==> src/rtl/fibonacci_index_if.sv <==
// Start/done handshake bundle for the Fibonacci index search.
// The master issues a value; the slave returns the index and flags.
interface fibonacci_index_if #(
    parameter int unsigned DATA_WIDTH  = 4,
    parameter int unsigned VALUE_WIDTH = 2 * DATA_WIDTH + 2
);
    logic                   start;
    logic [VALUE_WIDTH-1:0] value;
    logic                   busy;
    logic                   done;
    logic [DATA_WIDTH-1:0]  n;
    logic                   is_fib;
    logic                   ovf;

    modport master (
        output start, value,
        input  busy, done, n, is_fib, ovf
    );

    modport slave (
        input  start, value,
        output busy, done, n, is_fib, ovf
    );
endinterface

==> src/rtl/fibonacci_index.sv <==
// Finds the smallest k with F(k) >= value by stepping (F(k), F(k+1)) one index per cycle.
// Reports exactness and overflow when no index in range reaches the value.
module fibonacci_index #(
    parameter int unsigned DATA_WIDTH = 4
) (
    input  logic               clk,
    input  logic               rst_n,
    fibonacci_index_if.slave   bus
);
    localparam int unsigned VALUE_WIDTH = 2 * DATA_WIDTH + 2;

    typedef enum logic [1:0] {StIdle, StRun, StDone} state_t;

    state_t                 state_q;
    logic [VALUE_WIDTH-1:0] v_q;
    // One extra bit so F(k+1) never wraps at the last index.
    logic [VALUE_WIDTH:0]   a_q;
    logic [VALUE_WIDTH:0]   b_q;
    logic [DATA_WIDTH-1:0]  k_q;
    logic                   busy_q;
    logic                   done_q;
    logic [DATA_WIDTH-1:0]  n_q;
    logic                   is_fib_q;
    logic                   ovf_q;

    logic [VALUE_WIDTH:0]   v_ext;
    assign v_ext = {1'b0, v_q};

    always_ff @(posedge clk or negedge rst_n) begin
        if (!rst_n) begin
            state_q  <= StIdle;
            v_q      <= '0;
            a_q      <= '0;
            b_q      <= '0;
            k_q      <= '0;
            busy_q   <= 1'b0;
            done_q   <= 1'b0;
            n_q      <= '0;
            is_fib_q <= 1'b0;
            ovf_q    <= 1'b0;
        end else begin
            done_q <= 1'b0;
            unique case (state_q)
                StIdle, StDone: begin
                    if (bus.start) begin
                        v_q     <= bus.value;
                        a_q     <= '0;
                        b_q     <= (VALUE_WIDTH + 1)'(1);
                        k_q     <= '0;
                        busy_q  <= 1'b1;
                        state_q <= StRun;
                    end else begin
                        busy_q  <= 1'b0;
                        state_q <= StIdle;
                    end
                end
                StRun: begin
                    if (a_q >= v_ext) begin
                        n_q      <= k_q;
                        is_fib_q <= (a_q == v_ext);
                        ovf_q    <= 1'b0;
                        busy_q   <= 1'b0;
                        done_q   <= 1'b1;
                        state_q  <= StDone;
                    end else if (k_q == {DATA_WIDTH{1'b1}}) begin
                        n_q      <= {DATA_WIDTH{1'b1}};
                        is_fib_q <= 1'b0;
                        ovf_q    <= 1'b1;
                        busy_q   <= 1'b0;
                        done_q   <= 1'b1;
                        state_q  <= StDone;
                    end else begin
                        a_q <= b_q;
                        b_q <= a_q + b_q;
                        k_q <= k_q + DATA_WIDTH'(1);
                    end
                end
                default: begin
                    busy_q  <= 1'b0;
                    state_q <= StIdle;
                end
            endcase
        end
    end

    assign bus.busy   = busy_q;
    assign bus.done   = done_q;
    assign bus.n      = n_q;
    assign bus.is_fib = is_fib_q;
    assign bus.ovf    = ovf_q;
endmodule
==> src/flat_wrapper.sv <==
// flat-port wrapper written by rule: the top's interface ports become plain ports
module fibonacci_index_flat 
#(
    parameter int unsigned DATA_WIDTH = 4
)
  (clk, rst_n, bus_start, bus_value, bus_busy, bus_done, bus_n, bus_is_fib, bus_ovf);
  fibonacci_index_if #(.DATA_WIDTH(DATA_WIDTH)) bus_i ();
  input  logic clk;
  input  logic rst_n;
  input wire logic [$bits(bus_i.start)-1:0] bus_start;
  input wire logic [$bits(bus_i.value)-1:0] bus_value;
  output wire logic [$bits(bus_i.busy)-1:0] bus_busy;
  output wire logic [$bits(bus_i.done)-1:0] bus_done;
  output wire logic [$bits(bus_i.n)-1:0] bus_n;
  output wire logic [$bits(bus_i.is_fib)-1:0] bus_is_fib;
  output wire logic [$bits(bus_i.ovf)-1:0] bus_ovf;
  assign bus_i.start = bus_start;
  assign bus_i.value = bus_value;
  assign bus_busy = bus_i.busy;
  assign bus_done = bus_i.done;
  assign bus_n = bus_i.n;
  assign bus_is_fib = bus_i.is_fib;
  assign bus_ovf = bus_i.ovf;
  fibonacci_index #(.DATA_WIDTH(DATA_WIDTH)) u_core (.clk(clk), .rst_n(rst_n), .bus(bus_i));
endmodule
==> config.mk <==
export PLATFORM = sky130hd
export DESIGN_NAME = fibonacci_index_flat
export DESIGN_NICKNAME = d
export VERILOG_FILES = /design/src/rtl/fibonacci_index_if.sv /design/src/rtl/fibonacci_index.sv /design/src/flat_wrapper.sv
export SDC_FILE = /design/constraint.sdc
export NUM_CORES = 1
export LEC_CHECK = 0
export ABC_AREA = 1
export ABC_CLOCK_PERIOD_IN_PS = 2610
export BUFFER_PORTS_ARGS = -buffer_cell sky130_fd_sc_hd__buf_2
export CAP_MARGIN = 5
export CORE_MARGIN = 1
export CORE_UTILIZATION = 50
export CTS_CLUSTER_DIAMETER = 50
export DETAILED_ROUTE_END_ITERATION = 12
export PLACE_DENSITY_LB_ADDON = 0.2
export SLEW_MARGIN = 10
export SYNTH_ARGS = -nofsm -noshare
export SYNTH_HDL_FRONTEND = slang
export SYNTH_SLANG_ARGS = --single-unit
==> constraint.sdc <==
create_clock -name clk -period 2.61 [get_ports clk]
set_clock_uncertainty 0.15 [all_clocks]
set_input_delay 0.1305 -clock clk [delete_from_list [all_inputs] [get_ports clk]]
set_output_delay 0.1305 -clock clk [all_outputs]
set_load 0.05 [all_outputs]
==> impl_metrics.csv <==
group,metric,value,unit
place,port-buffer-count,20,
floorplan,core.rowCount,26,
sta,hold_violations,0,
final_layout,post-route-util,59.8,%
floorplan,dieHeight,75.7,µm
synthesis,async_reset_ff_share,100,%
synthesis,synthesis.area,2720,µm²
global_route,antenna_found_initial,0,
worst_setup_path,required,2700,ps
final_layout,fill_cells,490,
final_layout,diodes,0,
run,maxCapViolations,0,
synthesis,yosysSeqAreaShare,41.4,%
floorplan,fp.dieW,75.7,µm
worst_setup_path,crit_path_end_kind,"register",
synthesis,yosys_warnings,0,
worst_setup_path,cp_max_fo,17,
pwr,vdd_drop_max,405,µV
floorplan,dieArea,5740,µm²
worst_hold_path,hp-class,"register to register",
floorplan,core-area,5170,µm²
synthesis,synth_nets,401,
sta,setup_viol,0,
global_route,grt_overflow_total,0,
sta,final.setup.tns,0,ps
synthesis,synth_seq_cells,45,
run_status,outcome,"finished, final reports clean",
cts,post_cts_buffers,0,
sta,fin_crit_sh,87.0,%
synthesis,synthFlopType,"dfrtp_1",
cts,cts_tree,"done",
route,drtAntennaViolNets,0,
cts,clk_latency,290,ps
route,wl_per_cell,12.4,µm
final_layout,drive_above_1_share,10.0,%
synthesis,syn_inst,366,
pwr,power.density,924,nW/µm²
cts,cts_max_level,2,
global_route,grt_pass1_vias,2032,
final_layout,seqCellArea,1130,µm²
sta,timing.final.ws_setup,339,ps
cts,ctsRootBufferMaster,"clkbuf_8",
sta,max_slew.worst_pin.slew,1010,ps
worst_setup_path,start_kind,"register",
cts,cts_resized,0,
place,place_ws,395,ps
global_route,grt_pass1_wl,9340,µm
final_layout,nets,434,
place,place_area,2890,µm²
final_layout,fin_cells,470,
global_route,grt_max_degree,46,
worst_setup_path,reg2reg_slack,340,ps
route,drc,0,
route,vias,2338,
sta,grt_setup_unrepaired,"false",
pwr,power.leakage,1.77,nW
cts,clockBufferDepth,2,
cts,cts_buffers,5,
route,drt-vias-per-instance,4.97,
worst_setup_path,worstPathArrival,2360,ps
synthesis,synth.distinct_cells,25,
place,routabilityCongestion,0.870,
synthesis,syn_area_per_cell,7.43,µm²
sta,finalWorstPathRequiredPeriod,2270,ps
sta,slew_headroom,32.8,%
sta,holdWs,321,ps
sta,drv_slew,0,
route,drtIter0Drc,159,
global_route,groute.usage.overall,21.8,%
floorplan,start_util,52.6,%
final_layout,final_area,3090,µm²
synthesis,synth-edff-count,0,
final_layout,multi_input_comb_area,1340,µm²
pwr,finalPower,2.86,mW
place,dp_hpwl,4290,µm
worst_setup_path,crit_type,"register to register",
cts,clock_sinks,45,
final_layout,area_delta_synth_final,13.7,%
place,placed_cells,451,
cts,ctsHoldBuffers,11,
cts,clkTransAtPathRegs,80,ps
route,routed_wirelength,5830,µm
sta,fmax,440,MHz
route,first_pass_iters,4,
floorplan,ios,21,
[cell type report]
type                    count  share of cell area (%)
multi-input cells         259                    43.2
flip-flops and latches     45                    36.4
clock inverters             2                   0.445
clock buffers               6                    2.67
well taps                  70                    2.83
inverters                  51                    6.19
repair buffers             37                    8.26
[registers in the layout, summed over array words and instances (netlist names)]
register,flops
u_core.bus.n,4
u_core.bus.is_fib,1
u_core.k_q,4
u_core.b_q,11
u_core.a_q,11
u_core.bus.done,1
u_core.state_q,2
u_core.v_q,10
u_core.bus.ovf,1
[cells in the mapped netlist, types with 2 or more instances]
library cell	number	area [µm²]
xnor2_1	2	17.5
nand3_1	41	205
nor2_1	42	158
clkbuf_1	6	22.5
ha_1	21	263
nand3b_1	2	15.0
a21oi_1	20	100
buf_2	2	10.0
o21ai_0	8	40.0
xor2_1	3	26.3
nand4_1	3	18.8
nand2_2	2	12.5
dfrtp_1	45	1130
inv_1	51	191
buf_6	3	33.8
nand2_1	106	398
[path summary, 6_finish.rpt]
check	start	to	cells after the start
worst max-delay path	u_core.a_q[8]	u_core.a_q[8]	10
worst min-delay path	u_core.bus.n[3]	u_core.bus.n[3]	2
worst max register to register	u_core.a_q[8]	u_core.a_q[8]	10
worst min register to register	u_core.bus.n[3]	u_core.bus.n[3]	2
max in group asynchronous	rst_n	u_core.b_q[10]	2
min in group asynchronous	rst_n	u_core.state_q[1]	2
[where the power goes]
group	internal [mW]	total [mW]	switching (mW)
sequential	0.909	1.05	0.138
clock	0.215	0.453	0.238
combinational	0.432	1.35	0.922
[critical path, stage by stage (launching register included)]
cell and delay [ps]:
dfrtp_1 410, ha_1 350, nand2_1 80, nand2_1 40
a21oi_1 180, nand2_1 90, nor2_2 120, nand3_2 240
nand2_2 360, nand2_1 110, nand2_1 70
[layer usage]
layer | share of wire, % | vias up | GRT usage [%] | wire length (µm)
li1 | - | 1213 | - | -
met1 | 47 | 1086 | 29.0 | 2760
met2 | 49 | 35 | 36.8 | 2850
met3 | 2.7 | 4 | 3.97 | 156
met4 | 0.99 | 0 | 5.35 | 58
met5 | 0 | - | 0 | 0
[cells by family (layout without fill, tap and decap cells)]
group                    Yosys count  count (layout)  synth area share [%]
XOR/XNOR                           5               5                  1.61
adder cells (fa/ha/maj)           22              22                  10.4
AO/OA/AOI/OAI                     30              30                  5.75
AND/OR/NAND/NOR                  201             201                  30.9
flip-flops                        45              45                  41.4
multiplexers                       1               1                 0.414
buffers and inverters             62              96                  9.48
[layout by cell type, fill, tap and decap left out, drive strengths merged, types with 3 or more instances in the layout]
| cell type | Yosys | final |
|---|---|---|
| a21oi | 20 | 20 |
| buf | 5 | 26 |
| clkbuf | 6 | 6 |
| dfrtp | 45 | 45 |
| dlygate4sd3 | 0 | 11 |
| ha | 21 | 21 |
| inv | 51 | 51 |
| nand2 | 108 | 108 |
| nand3 | 42 | 42 |
| nand4 | 3 | 3 |
| nor2 | 43 | 43 |
| o21ai | 8 | 8 |
| xor2 | 3 | 3 |
(Power assumes the default switching activity.)
